**src/rtl/lcd_seq_if.sv**
```systemverilog
// Bundle between the LCD sequencer and its environment: lcd_write byte handshake,
// panel reset/status, frame request and pixel stream.
interface lcd_seq_if;
    logic        wr_done;
    logic        en_write;
    logic [8:0]  lcd_data;
    logic        lcd_rst;
    logic        init_done;
    logic        frame_start;
    logic        frame_busy;
    logic        frame_done;
    logic [15:0] px_data;
    logic        px_valid;
    logic        px_ready;

    modport master (
        input  wr_done, frame_start, px_data, px_valid,
        output en_write, lcd_data, lcd_rst, init_done, frame_busy, frame_done, px_ready
    );

    modport slave (
        output wr_done, frame_start, px_data, px_valid,
        input  en_write, lcd_data, lcd_rst, init_done, frame_busy, frame_done, px_ready
    );
endinterface

```
**src/rtl/lcd_seq_ctrl.sv**
```systemverilog
// Panel sequencer for the lcd_write byte writer: hardware reset pulse, init table with
// delays, then full-screen window setup and one RGB565 frame per frame_start.
//
// state    | meaning
// RST_LOW  | lcd_rst held low
// RST_WAIT | lcd_rst high, waiting before first command
// INIT     | replaying init table (byte outstanding or delay running)
// READY    | idle, accepts frame_start
// WIN      | sending column/row window and RAMWR
// PIXEL    | streaming pixel bytes, high then low
module lcd_seq_ctrl #(
    parameter int RST_LOW_CYC  = 50_000,
    parameter int RST_WAIT_CYC = 6_000_000,
    parameter int MS_CYC       = 50_000,
    parameter int H_RES        = 240,
    parameter int V_RES        = 240
) (
    input  logic      sys_clk_50MHz,
    input  logic      sys_rst_n,
    lcd_seq_if.master bus
);
    typedef enum logic [2:0] {RST_LOW, RST_WAIT, INIT, READY, WIN, PIXEL} state_t;

    localparam logic [31:0] RST_LOW_TC  = 32'(RST_LOW_CYC - 1);
    localparam logic [31:0] RST_WAIT_TC = 32'(RST_WAIT_CYC - 1);
    localparam logic [31:0] MS_T        = 32'(MS_CYC);
    localparam logic [3:0]  INIT_LAST   = 4'd8;
    localparam logic [3:0]  WIN_LAST    = 4'd10;
    localparam logic [7:0]  H_LAST      = 8'(H_RES - 1);
    localparam logic [7:0]  V_LAST      = 8'(V_RES - 1);
    localparam logic [16:0] PIX_LAST    = 17'(H_RES * V_RES - 1);

    state_t      state, state_n;
    logic [31:0] timer, timer_n;
    logic [3:0]  idx, idx_n, adv_idx;
    logic        pend, pend_n, dly, dly_n, half, half_n;
    logic [16:0] pix, pix_n;
    logic [7:0]  px_lo, px_lo_n;
    logic        en_q, en_n, lcd_rst_q, lcd_rst_n;
    logic [8:0]  data_q, data_n, issue_data;
    logic        init_q, init_n, busy_q, busy_n, fdone_q, fdone_n, rdy_q, rdy_n;
    logic        issue, adv;
    logic [9:0]  entry;

    // bit 9 marks a delay entry whose low byte is the delay in ms; otherwise {dc, byte}
    function automatic logic [9:0] init_entry(input logic [3:0] i);
        case (i)
            4'd0:    init_entry = 10'h011;
            4'd1:    init_entry = 10'h278;
            4'd2:    init_entry = 10'h036;
            4'd3:    init_entry = 10'h100;
            4'd4:    init_entry = 10'h03A;
            4'd5:    init_entry = 10'h105;
            4'd6:    init_entry = 10'h021;
            4'd7:    init_entry = 10'h029;
            4'd8:    init_entry = 10'h214;
            default: init_entry = 10'h000;
        endcase
    endfunction

    function automatic logic [8:0] win_byte(input logic [3:0] i);
        case (i)
            4'd0:    win_byte = 9'h02A;
            4'd4:    win_byte = {1'b1, H_LAST};
            4'd5:    win_byte = 9'h02B;
            4'd9:    win_byte = {1'b1, V_LAST};
            4'd10:   win_byte = 9'h02C;
            default: win_byte = 9'h100;
        endcase
    endfunction

    always_ff @(posedge sys_clk_50MHz or negedge sys_rst_n) begin
        if (!sys_rst_n) begin
            state     <= RST_LOW;
            timer     <= RST_LOW_TC;
            idx       <= '0;
            pend      <= 1'b0;
            dly       <= 1'b0;
            half      <= 1'b0;
            pix       <= '0;
            px_lo     <= '0;
            en_q      <= 1'b0;
            data_q    <= '0;
            lcd_rst_q <= 1'b0;
            init_q    <= 1'b0;
            busy_q    <= 1'b0;
            fdone_q   <= 1'b0;
            rdy_q     <= 1'b0;
        end else begin
            state     <= state_n;
            timer     <= timer_n;
            idx       <= idx_n;
            pend      <= pend_n;
            dly       <= dly_n;
            half      <= half_n;
            pix       <= pix_n;
            px_lo     <= px_lo_n;
            en_q      <= en_n;
            data_q    <= data_n;
            lcd_rst_q <= lcd_rst_n;
            init_q    <= init_n;
            busy_q    <= busy_n;
            fdone_q   <= fdone_n;
            rdy_q     <= rdy_n;
        end
    end

    always_comb begin
        state_n    = state;
        timer_n    = timer;
        idx_n      = idx;
        pend_n     = pend;
        dly_n      = dly;
        half_n     = half;
        pix_n      = pix;
        px_lo_n    = px_lo;
        data_n     = data_q;
        lcd_rst_n  = lcd_rst_q;
        init_n     = init_q;
        busy_n     = busy_q;
        rdy_n      = rdy_q;
        en_n       = 1'b0;
        fdone_n    = 1'b0;
        issue      = 1'b0;
        issue_data = data_q;
        adv        = 1'b0;
        adv_idx    = idx;
        entry      = '0;

        case (state)
            RST_LOW:
                if (timer == '0) begin
                    state_n   = RST_WAIT;
                    lcd_rst_n = 1'b1;
                    timer_n   = RST_WAIT_TC;
                end else timer_n = timer - 32'd1;
            RST_WAIT:
                if (timer == '0) begin
                    state_n = INIT;
                    adv     = 1'b1;
                    adv_idx = 4'd0;
                end else timer_n = timer - 32'd1;
            INIT:
                if (dly) begin
                    if (timer == '0) begin
                        dly_n   = 1'b0;
                        adv     = 1'b1;
                        adv_idx = idx + 4'd1;
                    end else timer_n = timer - 32'd1;
                end else if (pend && bus.wr_done) begin
                    pend_n  = 1'b0;
                    adv     = 1'b1;
                    adv_idx = idx + 4'd1;
                end
            READY:
                if (bus.frame_start) begin
                    busy_n     = 1'b1;
                    state_n    = WIN;
                    idx_n      = 4'd0;
                    issue      = 1'b1;
                    issue_data = win_byte(4'd0);
                end
            WIN:
                if (pend && bus.wr_done) begin
                    pend_n = 1'b0;
                    if (idx == WIN_LAST) begin
                        state_n = PIXEL;
                        rdy_n   = 1'b1;
                    end else begin
                        idx_n      = idx + 4'd1;
                        issue      = 1'b1;
                        issue_data = win_byte(idx + 4'd1);
                    end
                end
            PIXEL:
                if (rdy_q && bus.px_valid) begin
                    px_lo_n    = bus.px_data[7:0];
                    rdy_n      = 1'b0;
                    half_n     = 1'b0;
                    issue      = 1'b1;
                    issue_data = {1'b1, bus.px_data[15:8]};
                end else if (pend && bus.wr_done) begin
                    pend_n = 1'b0;
                    if (!half) begin
                        half_n     = 1'b1;
                        issue      = 1'b1;
                        issue_data = {1'b1, px_lo};
                    end else if (pix == PIX_LAST) begin
                        pix_n   = '0;
                        fdone_n = 1'b1;
                        busy_n  = 1'b0;
                        state_n = READY;
                    end else begin
                        pix_n = pix + 17'd1;
                        rdy_n = 1'b1;
                    end
                end
            default: state_n = RST_LOW;
        endcase

        // start the next init entry: either a byte or a delay countdown
        if (adv) begin
            idx_n = adv_idx;
            if (adv_idx > INIT_LAST) begin
                init_n  = 1'b1;
                state_n = READY;
            end else begin
                entry = init_entry(adv_idx);
                if (entry[9]) begin
                    dly_n   = 1'b1;
                    timer_n = 32'(entry[7:0]) * MS_T;
                end else begin
                    issue      = 1'b1;
                    issue_data = entry[8:0];
                end
            end
        end

        if (issue) begin
            en_n   = 1'b1;
            data_n = issue_data;
            pend_n = 1'b1;
        end
    end

    assign bus.en_write   = en_q;
    assign bus.lcd_data   = data_q;
    assign bus.lcd_rst    = lcd_rst_q;
    assign bus.init_done  = init_q;
    assign bus.frame_busy = busy_q;
    assign bus.frame_done = fdone_q;
    assign bus.px_ready   = rdy_q;
endmodule

```
**src/flat_wrapper.sv**
```systemverilog
// flat-port wrapper written by rule: the top's interface ports become plain ports
module lcd_seq_ctrl_flat 
#(
    parameter int RST_LOW_CYC  = 50_000,
    parameter int RST_WAIT_CYC = 6_000_000,
    parameter int MS_CYC       = 50_000,
    parameter int H_RES        = 240,
    parameter int V_RES        = 240
)
  (sys_clk_50MHz, sys_rst_n, bus_wr_done, bus_frame_start, bus_px_data, bus_px_valid, bus_en_write, bus_lcd_data, bus_lcd_rst, bus_init_done, bus_frame_busy, bus_frame_done, bus_px_ready);
  lcd_seq_if bus_i ();
  input  logic sys_clk_50MHz;
  input  logic sys_rst_n;
  input wire logic [$bits(bus_i.wr_done)-1:0] bus_wr_done;
  input wire logic [$bits(bus_i.frame_start)-1:0] bus_frame_start;
  input wire logic [$bits(bus_i.px_data)-1:0] bus_px_data;
  input wire logic [$bits(bus_i.px_valid)-1:0] bus_px_valid;
  output wire logic [$bits(bus_i.en_write)-1:0] bus_en_write;
  output wire logic [$bits(bus_i.lcd_data)-1:0] bus_lcd_data;
  output wire logic [$bits(bus_i.lcd_rst)-1:0] bus_lcd_rst;
  output wire logic [$bits(bus_i.init_done)-1:0] bus_init_done;
  output wire logic [$bits(bus_i.frame_busy)-1:0] bus_frame_busy;
  output wire logic [$bits(bus_i.frame_done)-1:0] bus_frame_done;
  output wire logic [$bits(bus_i.px_ready)-1:0] bus_px_ready;
  assign bus_i.wr_done = bus_wr_done;
  assign bus_i.frame_start = bus_frame_start;
  assign bus_i.px_data = bus_px_data;
  assign bus_i.px_valid = bus_px_valid;
  assign bus_en_write = bus_i.en_write;
  assign bus_lcd_data = bus_i.lcd_data;
  assign bus_lcd_rst = bus_i.lcd_rst;
  assign bus_init_done = bus_i.init_done;
  assign bus_frame_busy = bus_i.frame_busy;
  assign bus_frame_done = bus_i.frame_done;
  assign bus_px_ready = bus_i.px_ready;
  lcd_seq_ctrl #(.RST_LOW_CYC(RST_LOW_CYC), .RST_WAIT_CYC(RST_WAIT_CYC), .MS_CYC(MS_CYC), .H_RES(H_RES), .V_RES(V_RES)) u_core (.sys_clk_50MHz(sys_clk_50MHz), .sys_rst_n(sys_rst_n), .bus(bus_i));
endmodule
```
**config.mk**
```make
export PLATFORM = sky130hd
export DESIGN_NAME = lcd_seq_ctrl_flat
export DESIGN_NICKNAME = d
export VERILOG_FILES = /design/src/rtl/lcd_seq_if.sv /design/src/rtl/lcd_seq_ctrl.sv /design/src/flat_wrapper.sv
export SDC_FILE = /design/constraint.sdc
export NUM_CORES = 1
export LEC_CHECK = 0
export BUFFER_PORTS_ARGS = -buffer_cell sky130_fd_sc_hd__buf_2
export CAP_MARGIN = 20
export CORE_ASPECT_RATIO = 0.6
export CORE_MARGIN = 2
export CORE_UTILIZATION = 25
export DETAILED_ROUTE_END_ITERATION = 16
export MAX_ROUTING_LAYER = met4
export SYNTH_ARGS = -nofsm -noshare
export SYNTH_HDL_FRONTEND = slang
export SYNTH_SLANG_ARGS = --single-unit
```
**constraint.sdc**
```tcl
create_clock -name sys_clk_50MHz -period 9.6 [get_ports sys_clk_50MHz]
set_input_delay 1.44 -clock sys_clk_50MHz [delete_from_list [all_inputs] [get_ports sys_clk_50MHz]]
set_output_delay 1.44 -clock sys_clk_50MHz [all_outputs]
set_load 0.01 [all_outputs]
```
======== Yosys cells after proc, flatten, opt, wreduce, memory -nomap -nowiden ========
Memory sizes are Yosys's and may differ from the RTL's.
Index checks and enable logic that the tools add are counted.
storage, ports and cells
  memories kept ........................... 1
  RAM bits ................................ 0
  output and inout port bits .............. 15
  logic and storage cells ................. 157
  memory bits (read-only) ................. 144
  flip-flop bits (word level) ............. 82
  input port bits ......................... 21
  bits in latches ......................... 0
cells by class
  multiplexer cells ....................... 89
  bitwise logic cells ..................... 1
  order comparisons ....................... 1
  reduce and logical (&&, ||, !) cells .... 20
  equal/unequal tests ..................... 26
  divide/modulo/power cells ............... 0
  $add $sub $neg .......................... 3
  $mul .................................... 1
  shift-type cells ........................ 0
memories
  memory            depth  width  read ports  clocked after memory_dff  wr ports  line                RTL
  (name not given)  16     9      1           0                         0         lcd_seq_ctrl.sv:47  case (i)
operator list
  cell                                                    count
  2-to-1 mux 32 bit                                       6
  case mux 32 bit (3 select lines)                        1
  2-to-1 mux 9 bit                                        9
  2-to-1 mux 1 bit                                        41
  case mux 9 bit (4 select lines)                         1
  2-to-1 mux 3 bit                                        11
  zero test 32 bit                                        1
  2-to-1 mux 4 bit                                        8
  subtractor 32 x 1 -> 32 bit (second input constant)     1
  case mux 9 bit (3 select lines)                         1
  multiplier 8 x 12 -> 20 bit (second input constant)     1
  2-to-1 mux 10 bit                                       2
  case mux 3 bit (6 select lines)                         1
  adder 17 x 1 -> 17 bit (second input constant)          1
  equality test 17 x 16 -> 1 bit (second input constant)  1
  2-to-1 mux 17 bit                                       1
  case mux 4 bit (2 select lines)                         2
  equality test 4 bit (second input constant)             3
  inequality test 3 x 2 -> 1 bit (second input constant)  4
  AND reduction 6 bit                                     2
  inequality test 2 x 1 -> 1 bit (second input constant)  5
  inequality test 3 x 1 -> 1 bit (second input constant)  3
  equality test 4 x 3 -> 1 bit (second input constant)    2
  AND reduction 2 bit                                     4
  19 further kinds                                        29

======== Logic depth before layout (Yosys ltp) ========
  depth in word-level cells ............... 12
  depth in mapped cells ................... 31
  gate-level depth less buffers ........... 31

======== Worst setup path after synthesis ========
OpenSTA, ideal clock, no wires.
  path kind ............................... input -> register
  from .................................... input port bus_wr_done
  to ...................................... register u_core.timer[22]
  path buffers ............................ 1
  setup slack ............................. 2.966 ns
  required time ........................... 9.474 ns
  arrival ................................. 6.508 ns
  library setup time ...................... 0.126 ns
  stages .................................. 24
  path through ............................ nand2_1 > or3_1 > clkbuf_1 > o22ai_1 > a21oi_1 > inv_1 > ha_1 > inv_1 > nor3_1 > a31o_2 > ha_1 > ha_1 > inv_1 > fa_1 > inv_1 > ha_1 > ha_1 > o2111ai_1 > nand3_1 > o41ai_1 > o21ai_0 > o41ai_1 > xor2_1 > a21oi_1
on the way
  word-level cells in the longest chain between the ends .. 11
  elaborated cells between the ends (all ways) .. 15
  those cells by class .................... mul (1); order compare (1); mux (11); reduce/logical (1); memory (1)
RTL lines
  what                             line                 RTL
  from (decl)                      flat_wrapper.sv:14   input wire logic [$bits(bus_i.wr_done)-1:0] bus_wr_done;
  logical AND 1 bit (*)            lcd_seq_ctrl.sv:150  end else if (pend && bus.wr_done) begin
  2-to-1 mux 4 bit                 lcd_seq_ctrl.sv:150
  2-to-1 mux 4 bit                 lcd_seq_ctrl.sv:144  if (dly) begin
  case mux 4 bit (2 select lines)  lcd_seq_ctrl.sv:130  case (state)
  memory read (16 x 9 bit)         n/a
  2-to-1 mux 10 bit                lcd_seq_ctrl.sv:204  if (adv_idx > INIT_LAST) begin
  2-to-1 mux 10 bit                lcd_seq_ctrl.sv:202  if (adv) begin
  multiplier 8 x 12 -> 20 bit      lcd_seq_ctrl.sv:211  timer_n = 32'(entry[7:0]) * MS_T;
  2-to-1 mux 32 bit                lcd_seq_ctrl.sv:209  if (entry[9]) begin
  2-to-1 mux 32 bit                lcd_seq_ctrl.sv:204
  2-to-1 mux 32 bit (*)            lcd_seq_ctrl.sv:202
  via u_core.timer_n[22]           lcd_seq_ctrl.sv:34   logic [31:0] timer, timer_n;
  to (signal assigned)             lcd_seq_ctrl.sv:91   timer <= timer_n;
  to (decl)                        lcd_seq_ctrl.sv:34
Mark *: on every way through the listed nets, which the timed path passes. The rest lies on a longest branch. The select of a mux whose other input is x is not followed.
A chain may end at the register's enable or synchronous reset.

======== Worst setup path after layout ========
  from .................................... register u_core.timer[24]
  to ...................................... register u_core.timer[20]
on the way
  word-level cells in the longest chain between the ends .. 11
  elaborated cells between the ends (all ways) .. 20
  those cells by class .................... mul (1); order compare (1); mux (16); reduce/logical (1); memory (1)
RTL lines
  what                             line                                                           RTL
  zero test 32 bit (*)             lcd_seq_ctrl.sv:132, lcd_seq_ctrl.sv:138, lcd_seq_ctrl.sv:145
  2-to-1 mux 4 bit                 lcd_seq_ctrl.sv:145                                            if (timer == '0) begin
  2-to-1 mux 4 bit                 lcd_seq_ctrl.sv:144
  case mux 4 bit (2 select lines)  lcd_seq_ctrl.sv:130
  memory read (16 x 9 bit)         n/a
  2-to-1 mux 10 bit                lcd_seq_ctrl.sv:204
  2-to-1 mux 10 bit                lcd_seq_ctrl.sv:202
  multiplier 8 x 12 -> 20 bit      lcd_seq_ctrl.sv:211
  2-to-1 mux 32 bit                lcd_seq_ctrl.sv:209
  2-to-1 mux 32 bit                lcd_seq_ctrl.sv:204
  2-to-1 mux 32 bit (*)            lcd_seq_ctrl.sv:202
  via u_core.timer_n[20]           lcd_seq_ctrl.sv:34
Marks and branches as above.

==> metrics.yaml <==
hold_path:
  min_path_type: "flop to flop"
global_route:
  grt_max_degree: 75
  groute.layer.met2.usage_pct: 16.7
  first_global_vias: 5573
  first_pass_grt_wire_length_um: 30900
  grt_util_met3_pct: 4.03
  grt.overflow.total: 0
  grtUsageMet1_pct: 23.0
  busiest_layer: "met1"
  grt_antenna_before_repair: 1
  total_track_usage_pct: 14.3
clocking:
  clk_pin_slew_ps: 70
  clockBufferDepth: 2
  clock_sink_total: 82
  cts_tree: "yes"
  ctsHtreeMaxLevel: 3
  cts.repair_timing.setup_buffer_count: 0
  post_cts_resized: 0
  cts_root_buf: "sky130_fd_sc_hd__clkbuf_16"
  cts.hold.buffers_added: 0
  cts_buffers: 9
  worstSkewPairLatency_ps: 350
critical_path:
  worst_setup_path_start_kind: "flop"
  critPathMaxStageDelay_ps: 810
  critical_path.endpoint_type: "flop"
  cp.required_ps: 9790
  critPathTopFamily: "simple AND/OR/NAND/NOR gates"
  critPathSlowestCell: "sky130_fd_sc_hd__or4_1"
  cp.arrival_ps: 8380
  path_max_fanout: 11
  critical_path_class: "flop to flop"
  critPathBufInv: 3
  worst_path_most_repeated_cell: "sky130_fd_sc_hd__ha_1"
logic_synthesis:
  post-synth-top-area-cell: "sky130_fd_sc_hd__dfrtp_1"
  synth_xor_area_share_pct: 3.65
  net_count_after_synthesis: 879
  yosys-top-cells-area: "sky130_fd_sc_hd__dfrtp_1 27%, sky130_fd_sc_hd__ha_1 11%, sky130_fd_sc_hd__a21oi_1 4.8%"
  synth_enable_flop_cells: 0
  synth_compound_area_share_pct: 21.8
  postSynth.topFlopCell: "sky130_fd_sc_hd__dfrtp_1"
  yosys.area.top_type_share_pct: 27.2
  syn_area_um2: 6710
  synth_top_family_by_area: "simple AND/OR/NAND/NOR gates"
  synthesis.yosys.warnings: 0
  synth.distinct_cells: 79
  netlist_instances: 789
  synth-simple-area-share_pct: 22.9
  seq_area_frac_synth_pct: 30.7
  synth_adder_area_share_pct: 14.0
  synth_seq_cells: 82
  synthMuxAreaShare_pct: 2.42
  synthArstFlopShare_pct: 100
  postSynthAreaPerCell_um2: 8.51
final_layout:
  syn2layout_area_growth_pct: 12.4
  fin_nets: 903
  layout_commonest_cell: "sky130_fd_sc_hd__dfrtp_1"
  drive_above_1_share_pct: 11.6
  final_design_area_no_fill_um2: 7540
  final_cell_mix: "73 x sky130_fd_sc_hd__dfrtp_1, 67 x sky130_fd_sc_hd__nand2_1, 65 x sky130_fd_sc_hd__nor2_1"
floorplanning:
  top_level_i_o_count: 36
  initial_utilization_pct: 25.4
  floorplan.die.width_um: 216
  floorplan.die.height_um: 131
  dieArea_um2: 28200
  core_area_um2: 26400
  rows: 46
power:
  fin_total_pwr_uw: 987
  power_frac_clock_pct: 35.1
  sequentialPowerShare_pct: 44.9
  p_int_uw: 684
  static-leakage-power_nw: 3.18
  p_switching_uw: 303
  p_sw_share_pct: 30.7
  power_per_cell_area_nw_per_um2: 131
  vdd_drop_max_uv: 64.2
  combPwrFrac_pct: 20.0
timing:
  final_hold_viol_count: 0
  slew_headroom_pct: 33.3
  maxSlewViolCount: 0
  fin_crit_sh_pct: 85.3
  setup_repair_after_global_routing_missed_its_margin: "no"
  fmaxAchievable_mhz: 122
  setup_viol_count_final: 0
  totalNegativeSetupSlack_ps: 0
  min_period_ps: 8190
  worst_clock_skew_ps: 12.3
  tightestPinTransition_ps: 975
routing:
  route.detailed.wl_per_inst_um: 16.3
  drc: 0
  routed_wire_length_um: 19200
  drt.antenna.violating_nets: 0
  post_drt_via_cell_ratio: 5.21
  dr.first_iter.drc_count: 598
  detailroute.via_count: 6145
  dr.pass1.iters: 5
outcome:
  outcome: "complete, no violations"
place:
  dpl.hpwl_um: 14800
  io_buffers: 35
  finalWeightedCongestion: 0.949
  post_dp_cell_area_um2: 7250
flow_run:
  maxCapViolCount: 0
[stage by stage]
step | setup slack, ps | hold WS, ps | std cells | util [%]
5_1_grt | 759 | 493 | 1179 | 28.6
3_5_place_dp | 1570 | 454 | 1162 | 27.5
2_1_floorplan | 2970 | 446 | 789 | -
4_1_cts | 1490 | 469 | 1178 | 28.5
3_3_place_gp | 1630 | 450 | 1162 | 27.5
6_report | 1410 | 461 | 1179 | 28.6
[registers in the layout (all words and copies together) (netlist names)]
register / cells
u_core.timer: 32
u_core.pix: 17
u_core.bus.lcd_data: 9
u_core.px_lo: 8
u_core.idx: 4
u_core.state: 3
u_core.bus.en_write: 1
u_core.bus.frame_busy: 1
u_core.bus.frame_done: 1
u_core.bus.init_done: 1
u_core.bus.lcd_rst: 1
u_core.bus.px_ready: 1
u_core.dly: 1
u_core.half: 1
u_core.pend: 1
[path summary, 6_finish.rpt]
check,start,endpoint,slack [ps],depth (start not counted)
min,u_core.bus.init_done,u_core.bus.init_done,460,1
min in group asynchronous,sys_rst_n,u_core.pix[7],920,1
max in group asynchronous,sys_rst_n,u_core.bus.en_write,7510,2
min reg2reg,u_core.bus.init_done,u_core.bus.init_done,460,1
max reg2reg,u_core.timer[24],u_core.timer[20],1410,25
max,u_core.timer[24],u_core.timer[20],1410,25
[metal layers]
metal / wire (µm) / share of wire (%)
met5: 0 / 0
met1: 10700 / 56
met4: 138 / 0.72
met2: 6880 / 36
met3: 1470 / 7.6
[Yosys cell counts (11+ instances only)]
library cell / count
sky130_fd_sc_hd__nand3_1: 31
sky130_fd_sc_hd__nor3_1: 21
sky130_fd_sc_hd__a31oi_1: 13
sky130_fd_sc_hd__clkbuf_1: 18
sky130_fd_sc_hd__o21ai_0: 58
sky130_fd_sc_hd__xnor2_1: 13
sky130_fd_sc_hd__xor2_1: 15
sky130_fd_sc_hd__ha_1: 59
sky130_fd_sc_hd__nor2_1: 65
sky130_fd_sc_hd__a21o_1: 11
sky130_fd_sc_hd__nor4_1: 13
sky130_fd_sc_hd__nand2_1: 67
sky130_fd_sc_hd__inv_1: 46
sky130_fd_sc_hd__nand2b_1: 13
sky130_fd_sc_hd__dfrtp_1: 73
sky130_fd_sc_hd__a21oi_1: 64
[cell type report]
class,instances,area (µm²)
clock buffers,10,229
diodes,1,2.50
flip-flops and latches,82,2060
fillers,2811,18900
repair buffers,41,223
multi-input cells,633,4350
inverters,46,173
clock inverters,6,57.6
well taps,360,450
[logic make-up (layout without fill, tap and decap cells)]
kind of cell               after synthesis  after routing
AOI/OAI and AO/OA                      229            229
and+or+nand+nor                        292            292
other                                    0              1
DFF                                     82             82
buffers and inverters                   74            103
adders and majority gates               69             69
muxes                                   15             15
xor gates and xnor gates                28             28
[power groups by stage]
stage	Combinational, mW	Clock, mW	Sequential (mW)
floorplan	0.117	0	0.445
global placement	0.193	0	0.447
detailed placement	0.196	0	0.448
CTS	0.198	0.355	0.443
global route	0.222	0.370	0.452
finish	0.197	0.346	0.444
(Power assumes the default switching activity.)
